$ cat src/rtl/fifo_crypt_pkg.sv
// Shared definitions for the encrypted-FIFO writer and reader: word width, reader FSM
// states and the XOR cipher used on both sides.
package fifo_crypt_pkg;
  localparam int DATA_W = 128;

  typedef enum logic [1:0] {ST_IDLE, ST_RUN, ST_DRAIN, ST_DONE} state_e;

  function automatic logic [DATA_W-1:0] xor_crypt(input logic [DATA_W-1:0] data,
                                                  input logic [DATA_W-1:0] key);
    return data ^ key;
  endfunction
endpackage

$ cat src/rtl/reader_out_buf.sv
// Small in-order output buffer holding {last, data}; push and pop may coincide at any occupancy.
// Head is available the cycle after the push; overflow is prevented by the producer.
module reader_out_buf #(
  parameter int W     = 129,
  parameter int DEPTH = 2,
  parameter int OW    = $clog2(DEPTH + 1)
) (
  input  logic          clk,
  input  logic          rst,
  input  logic          push_i,
  input  logic [W-1:0]  push_dat_i,
  input  logic          pop_i,
  output logic [W-1:0]  head_dat_o,
  output logic [OW-1:0] occ_o
);
  localparam int PW = (DEPTH > 1) ? $clog2(DEPTH) : 1;

  logic [W-1:0]  mem_q [DEPTH];
  logic [PW-1:0] rd_ptr_q, wr_ptr_q;
  logic [OW-1:0] occ_q;
  logic          do_pop;

  function automatic logic [PW-1:0] ptr_inc(input logic [PW-1:0] p);
    return (p == PW'(DEPTH - 1)) ? '0 : p + PW'(1);
  endfunction

  assign do_pop     = pop_i & (occ_q != '0);
  assign head_dat_o = mem_q[rd_ptr_q];
  assign occ_o      = occ_q;

  always_ff @(posedge clk) begin
    if (push_i) mem_q[wr_ptr_q] <= push_dat_i;
  end

  always_ff @(posedge clk) begin
    if (rst) begin
      rd_ptr_q <= '0;
      wr_ptr_q <= '0;
      occ_q    <= '0;
    end else begin
      if (push_i) wr_ptr_q <= ptr_inc(wr_ptr_q);
      if (do_pop) rd_ptr_q <= ptr_inc(rd_ptr_q);
      occ_q <= occ_q + OW'(push_i) - OW'(do_pop);
    end
  end
endmodule

$ cat src/rtl/fifo_decrypt_reader.sv
// Burst reader for the encrypted FIFO: pops ciphertext, XORs with the burst key, streams plaintext.
// First word valid 3 cycles after start; issue throttles on buffer space and FIFO empty.
module fifo_decrypt_reader #(
  parameter int DATA_W    = fifo_crypt_pkg::DATA_W,
  parameter int BUF_DEPTH = 2,
  parameter int LEN_W     = 8,
  parameter int CNT_W     = 16
) (
  input  logic              clk,
  input  logic              rst,
  input  logic [DATA_W-1:0] secret_key,
  input  logic              start_i,
  input  logic [LEN_W-1:0]  burst_len_i,
  output logic              busy_o,
  output logic              done_o,
  input  logic              fifo_empty_i,
  output logic              fifo_rd_en_o,
  input  logic [DATA_W-1:0] fifo_data_i,
  output logic              m_valid_o,
  input  logic              m_ready_i,
  output logic [DATA_W-1:0] m_data_o,
  output logic              m_last_o,
  output logic [CNT_W-1:0]  words_out_o
);
  import fifo_crypt_pkg::*;

  localparam int OW = $clog2(BUF_DEPTH + 1);

  state_e            state_q;
  logic [DATA_W-1:0] key_q;
  logic [LEN_W-1:0]  issue_cnt_q, deliver_cnt_q;
  logic              inflight_q, inflight_last_q;
  logic [CNT_W-1:0]  words_q;

  logic [OW-1:0]     occ;
  logic [OW:0]       pend;
  logic [DATA_W:0]   head;
  logic              pop;

  // Words already committed to the buffer: stored plus the one arriving from the FIFO.
  assign pend = {1'b0, occ} + {{OW{1'b0}}, inflight_q};
  assign pop  = m_valid_o & m_ready_i;

  assign fifo_rd_en_o = (state_q == ST_RUN) & ~fifo_empty_i & (issue_cnt_q != '0) &
                        ((pend < (OW+1)'(BUF_DEPTH)) | (pop & (pend == (OW+1)'(BUF_DEPTH))));

  assign busy_o      = (state_q != ST_IDLE);
  assign done_o      = (state_q == ST_DONE);
  assign words_out_o = words_q;
  assign m_valid_o   = (occ != '0);
  assign m_last_o    = m_valid_o & head[DATA_W];
  assign m_data_o    = m_valid_o ? head[DATA_W-1:0] : '0;

  reader_out_buf #(
    .W     (DATA_W + 1),
    .DEPTH (BUF_DEPTH),
    .OW    (OW)
  ) u_out_buf (
    .clk        (clk),
    .rst        (rst),
    .push_i     (inflight_q),
    .push_dat_i ({inflight_last_q, xor_crypt(fifo_data_i, key_q)}),
    .pop_i      (pop),
    .head_dat_o (head),
    .occ_o      (occ)
  );

  always_ff @(posedge clk) begin
    if (rst) begin
      state_q         <= ST_IDLE;
      key_q           <= '0;
      issue_cnt_q     <= '0;
      deliver_cnt_q   <= '0;
      inflight_q      <= 1'b0;
      inflight_last_q <= 1'b0;
      words_q         <= '0;
    end else begin
      inflight_q      <= fifo_rd_en_o;
      inflight_last_q <= fifo_rd_en_o & (issue_cnt_q == LEN_W'(1));
      if (fifo_rd_en_o) issue_cnt_q <= issue_cnt_q - LEN_W'(1);
      if (pop) begin
        deliver_cnt_q <= deliver_cnt_q - LEN_W'(1);
        words_q       <= words_q + CNT_W'(1);
      end
      case (state_q)
        ST_IDLE: begin
          if (start_i && burst_len_i != '0) begin
            key_q         <= secret_key;
            issue_cnt_q   <= burst_len_i;
            deliver_cnt_q <= burst_len_i;
            state_q       <= ST_RUN;
          end
        end
        ST_RUN: begin
          if (fifo_rd_en_o && issue_cnt_q == LEN_W'(1))
            state_q <= (pop && deliver_cnt_q == LEN_W'(1)) ? ST_DONE : ST_DRAIN;
        end
        ST_DRAIN: begin
          if (pop && deliver_cnt_q == LEN_W'(1)) state_q <= ST_DONE;
        end
        ST_DONE:  state_q <= ST_IDLE;
        default:  state_q <= ST_IDLE;
      endcase
    end
  end
endmodule

$ cat config.mk
export PLATFORM = sky130hd
export DESIGN_NAME = fifo_decrypt_reader
export DESIGN_NICKNAME = d
export VERILOG_FILES = /design/src/rtl/fifo_crypt_pkg.sv /design/src/rtl/reader_out_buf.sv /design/src/rtl/fifo_decrypt_reader.sv
export SDC_FILE = /design/constraint.sdc
export NUM_CORES = 1
export LEC_CHECK = 0
export ABC_AREA = 1
export BUFFER_PORTS_ARGS = -buffer_cell sky130_fd_sc_hd__buf_2
export CAP_MARGIN = 20
export CORE_MARGIN = 2
export CORE_UTILIZATION = 30
export DETAILED_ROUTE_END_ITERATION = 7
export PLACE_DENSITY = 0.57
export SETUP_SLACK_MARGIN = 0.05
export SLEW_MARGIN = 15
export SYNTH_ARGS = -nofsm -noshare
export SYNTH_HDL_FRONTEND = slang
export SYNTH_HIERARCHICAL = 1
export SYNTH_SLANG_ARGS = --single-unit
$ cat constraint.sdc
create_clock -name clk -period 7.5 [get_ports clk]
set_input_delay 0.75 -clock clk [delete_from_list [all_inputs] [get_ports clk]]
set_output_delay 0.75 -clock clk [all_outputs]
set_load 0.02 [all_outputs]
=== Word level (Yosys, flattened, before mapping) ===
Memory sizes are Yosys's and may differ from the RTL's. A register that Yosys moved wholly into a read port is not among the register bits.
Index checks and enable logic that the tools add are counted.

* Flip-flop bits (word level): 168
* RAM bits: 258
* Output and inout port bits: 149
* Word-level logic and storage cells: 68
* Memories: 1

{| class="wikitable"
|+ Memories
! name !! depth !! bits a word !! read ports !! clocked after memory_dff !! write ports !! RTL line !! source
|-
| u_out_buf.mem_q || 2 || 129 || 1 || 1 || 1 || reader_out_buf.sv:18 || <nowiki>logic [W-1:0] mem_q [DEPTH];</nowiki>
|}

* Add/sub/neg operators: 8
* Order comparisons: 1
* Equal/unequal tests: 9
* Muxes and demuxes: 18
* Bitwise operators: 11
* Reductions and logical operators: 10

{| class="wikitable"
|+ Operators with widths
! operator !! count
|-
| $mux 128 || 1
|-
| $xor 128x128->128 || 1
|-
| $mux 8 || 6
|-
| $add 16x1->16 const B || 1
|-
| $eq 8x1->1 const B || 2
|-
| $reduce_bool 8->1 || 2
|-
| $sub 8x1->8 const B || 2
|-
| $and 1x1->1 || 8
|-
| $pmux 2 s4 || 1
|-
| $mux 1 || 7
|-
| $mux 2 || 3
|-
| $eq 2x2->1 const B || 2
|-
| $ne 2x2->1 const B || 2
|-
| $reduce_bool 2->1 || 2
|-
| $add 2x1->3 || 1
|-
| $eq 3x2->1 const B || 1
|-
| $logic_and 1x1->1 || 3
|-
| $lt 3x2->1 const B || 1
|-
| $reduce_and 3->1 || 1
|-
| $add 1x1->1 const B || 2
|-
| $add 2x1->2 || 1
|-
| $eq 2x1->1 const B || 1
|-
| $logic_not 2->1 || 1
|-
| $ne 2x1->1 const B || 1
|-
| 4 further kinds || 4
|}

=== Depth between registers and ports, before layout ===
* Depth in word-level cells: 8
* Depth in mapped cells: 14
* Depth with buffers taken out: 14

=== Modules after synthesis ===
Netlist, hierarchy kept.

{| class="wikitable"
|+ By module, submodules not included
! module !! times used !! cells an instance !! area each (sq um) !! sequential area each (sq um)
|-
| reader_out_buf || 1 || 437 || 9590.4 || 7847.5
|-
| fifo_decrypt_reader || 1 || 1288 || 9018.6 || 3283.1
|}

=== Worst setup path after synthesis ===
Ideal clock, no wire load.

* Path kind: flip-flop to flip-flop
* Start point: register inflight_q
* End point: memory u_out_buf.mem_q[0][0], enable pin
* Arrival: 5.820 ns
* Data required time: 6.879 ns
* Setup slack: 1.059 ns
* Cell stages (with the launch flop): 3
* Buffers on the path: 0
* Cells stage by stage: dfxtp_1 inv_1 nor2_1

* Cells in the longest elaborated chain, start to end: 2

{| class="wikitable"
|+ RTL lines
! element !! RTL line !! source
|-
| from (decl) || fifo_decrypt_reader.sv:32 || <nowiki>logic inflight_q, inflight_last_q;</nowiki>
|-
| from (signal assigned) || fifo_decrypt_reader.sv:78 || <nowiki>inflight_q <= fifo_rd_en_o;</nowiki>
|-
| $mux 1 || reader_out_buf.sv:32 || <nowiki>if (push_i) mem_q[wr_ptr_q] <= push_dat_i;</nowiki>
|-
| $mux 1 (implied by the code) || reader_out_buf.sv:32 ||
|-
| to (decl) || reader_out_buf.sv:18 ||
|}

No other way between the ends.

==> metrics.md <==
| Metric | Value |
|---|---|
| Status | `completed` |
| CP Class | `reg -> out` |
| Wire per inst | `17.1 µm` |
| Clock Latency Late Sink | `roughly 0.57 ns` |
| Area growth, synth to finish | `23.1%` |
| Max IR drop VDD | `0.148 mV` |
| CTS max path bufs | `3` |
| Worst min-delay path startpoint | `inflight_last_q` |
| Clock Power Share | `36.0%` |
| R2R depth | `6` |
| R2R setup slack | `4.59 ns` |
| Post-CTS Resized | `0` |
| Global route overflow | `0` |
| Hold slack | `0.427 ns` |
| First-pass GRT wire length | `approximately 76 mm` |
| DRC | `0` |
| Post-Syn Area | `around 0.019 mm²` |
| P_leak | `9.91 nW` |
| R2R Path Start | `state_q[0]` |
| Nets | `2398` |
| Relative slew slack | `27.9%` |
| Number of fill cells in the layout | `6192` |
| Die Wd | `approximately 250 µm` |
| Synth unique cells | `35` |
| Switch share | `29.9%` |
| Vias | `approximately 13000` |
| Critical Path Fanout Max | `68` |
| DRT iter0 DRCs | `between 700 and 800` |
| Die height | `253 µm` |
| Syn. warnings | `6` |
| PortBufs | `approximately 420` |
| Routability Congestion | `approximately 0.84` |
| Path type of the worst min-delay path | `reg -> reg` |
| Largest net degree at the start of global routing | `86` |
| Unrepaired setup endpoints after global routing | `no` |
| Final setup fails | `0` |
| Sequential power share | `between 40% and 50%` |
| Critical path startpoint category | `flop` |
| Internal Power | `4.75 mW` |
| Detail Placement HPWL | `~33 mm` |
| Post-CTS Setup Bufs | `0` |
| Syn Area/Cell | `10.8 µm²` |
| CTS tree | `done` |
| Reg clk slew, reported paths | `0.06 ns` |
| Gate power share | `20.3%` |
| Period utilisation layout | `a little under three fifths` |
| Synth Instances | `approximately 1700` |
| Final min period | `4.14 ns` |
| Final hold viol count | `0` |
| Initial antenna violation count | `12` |
| Setup Skew | `about 0.020 ns` |
| Vias in the first global route | `13900` |
| Tot GR Track Use | `between 10% and 20%` |
| Critical Path RT | `6.75 ns` |
| Register bit count reported by yosys | `between 400 and 500` |
| Top Ports | `418` |
| Slew at the pin closest to its max-slew limit | `1.08 ns` |
| Drt pass-1 iters | `5` |
| Initial Util | `a little under a third` |
| Root buf cell | `clkbuf_16` |
| Core area | `slightly above 0.06 mm²` |
| CTS Hold Bufs | `0` |
| Die area | `0.0640 mm²` |
| Hold path cells | `0` |
| Num CTS Buffers | `49` |
| Via-per-instance ratio | `4.54` |
| Share of post-route cells with drive strength above 1 | `30.5%` |
| Slew Viols, Final | `0` |
| Critical Path AT | `3.39 ns` |
| CTS H-Tree Depth | `2` |
| Register area share after synthesis | `59.8%` |
| CP endpoint kind | `output port` |
| R2r endpoint | `key_q[96]` |
| Net switching power figure | `between 2 and 2.5 mW` |
| Setup TNS | `0 ns` |
| Mapped Nets | `2010` |
| Worst Hold End | `u_out_buf/mem_q[1][128]` |
| Antenna-violating nets left | `0` |
| Core Rows | `91` |
| Clock tree sinks | `about 430` |
| F_max | `242 MHz` |
| P per Cell Area | `296 mW/mm²` |
| Routed WL | `between 50 and 60 mm` |
| Max Cap Violations | `0` |
cell families after synthesis:
| logic type | after synthesis | share of synthesized area, % |
|---|---|---|
| AOI/OAI and AO/OA | 170 | 4.71 |
| xor gates and xnor gates | 138 | 6.49 |
| adders and majority gates | 16 | 1.08 |
| buffers and inverters | 285 | 7.05 |
| DFF | 427 | 59.8 |
| muxes | 129 | 7.81 |
| and+or+nand+nor | 560 | 13.1 |
placed cells by master (no fill, tap or decap), types with 12 or more instances in the layout:
| master | n |
|---|---|
| ha_1 | 15 |
| nand2_1 | 203 |
| dfxtp_1 | 168 |
| buf_4 | 13 |
| xor2_1 | 133 |
| clkbuf_16 | 53 |
| clkbuf_1 | 14 |
| a21oi_1 | 143 |
| inv_1 | 191 |
| o21ai_0 | 12 |
| mux2_2 | 129 |
| nor2_1 | 171 |
| edfxtp_1 | 258 |
| buf_2 | 416 |
| nand3_1 | 149 |
cells in the mapped netlist, drive strengths merged:
| master | instances | area [µm²] |
|---|---|---|
| mux2 | 129 | 1450 |
| xnor2 | 5 | 43.8 |
| inv | 193 | 727 |
| o21ai | 18 | 90.1 |
| or2 | 2 | 12.5 |
| edfxtp | 258 | 7750 |
| nand2 | 207 | 802 |
| ha | 16 | 200 |
| a21oi | 143 | 716 |
| xor2 | 133 | 1160 |
| buf | 69 | 498 |
| dfxtp | 169 | 3380 |
| nand4 | 7 | 43.8 |
| nand3 | 151 | 766 |
| nor3 | 10 | 71.3 |
| nand3b | 1 | 11.3 |
| a21boi | 1 | 7.51 |
| nor2 | 181 | 717 |
| nor4 | 1 | 6.26 |
| clkbuf | 23 | 86.3 |
| a31oi | 6 | 37.5 |
| o211ai | 2 | 25.0 |
through the flow:
stage | utilization (%) | setup WS (ns) | area [µm²] | power, mW | instances
2_1_floorplan | - | 1.06 | 18600 | 3.98 | 1725
3_3_place_gp | 34.5 | 3.92 | 21200 | 4.37 | 2852
3_5_place_dp | 34.5 | 3.91 | 21200 | 4.41 | 2852
4_1_cts | 37.2 | 3.29 | 22900 | 6.88 | 2944
5_1_grt | 37.2 | 3.19 | 22900 | 7.13 | 2946
6_report | 37.3 | 3.36 | 22900 | 6.78 | 2948
metal layers:
metal,track usage [%],vias up,wire length [µm],part of all wire [%]
met5,0,-,99,0.20
met4,5.75,16,1690,3.3
met3,3.41,104,3090,6.1
met2,26.7,395,24800,49
met1,18.3,6383,20900,41
li1,-,6500,-,-
registers in the layout, summed over array words and instances (netlist names), named ones only:
| name | count |
|---|---|
| deliver_cnt_q | 8 |
| inflight_last_q | 1 |
| inflight_q | 1 |
| issue_cnt_q | 8 |
| key_q | 128 |
| state_q | 2 |
| u_out_buf/mem_q | 258 |
| u_out_buf/occ_o | 2 |
| u_out_buf/rd_ptr_q | 1 |
| u_out_buf/wr_ptr_q | 1 |
| words_out_o | 16 |
cell type report:
cell class / instances / area [µm²] / area share, %
sequential: 427 / 11100 / 48.6
multi-input combinational: 1013 / 6200 / 27.0
tap: 790 / 988 / 4.32
clock buffer: 72 / 1450 / 6.32
antenna: 4 / 10.0 / 0.0437
clock inverter: 20 / 219 / 0.956
timing repair buffer: 429 / 2180 / 9.51
inverter: 193 / 732 / 3.20
power groups by stage:
stage          Clock (mW)  Combinational [mW]  Sequential (mW)
4_1_cts              2.51                1.41             2.96
6_report             2.44                1.38             2.96
3_5_place_dp            0                1.41             3.01
3_3_place_gp            0                1.37             3.00
5_1_grt              2.61                1.54             2.98
2_1_floorplan           0               0.988             2.99
how the worst max path moves through the flow:
stage          depth (start not counted)               endpoint       start  slack (ns)
2_1_floorplan                          2  u_out_buf/mem_q[0][0]  inflight_q        1.06
3_3_place_gp                           5           m_data_o[29]        flop        3.92
3_5_place_dp                           5           m_data_o[29]        flop        3.91
4_1_cts                                5           m_data_o[29]        flop        3.29
5_1_grt                                5           m_data_o[29]        flop        3.19
6_report                               5           m_data_o[29]        flop        3.36
worst max-delay path, cell delays in order, from the launching register on:
cell and delay (ns):
dfxtp_4 0.91, buf_4 0.93, mux2_2 0.42, inv_1 0.06
nor2_1 0.06, buf_2 0.21
Note: power is estimated with default switching activity, not from simulation.
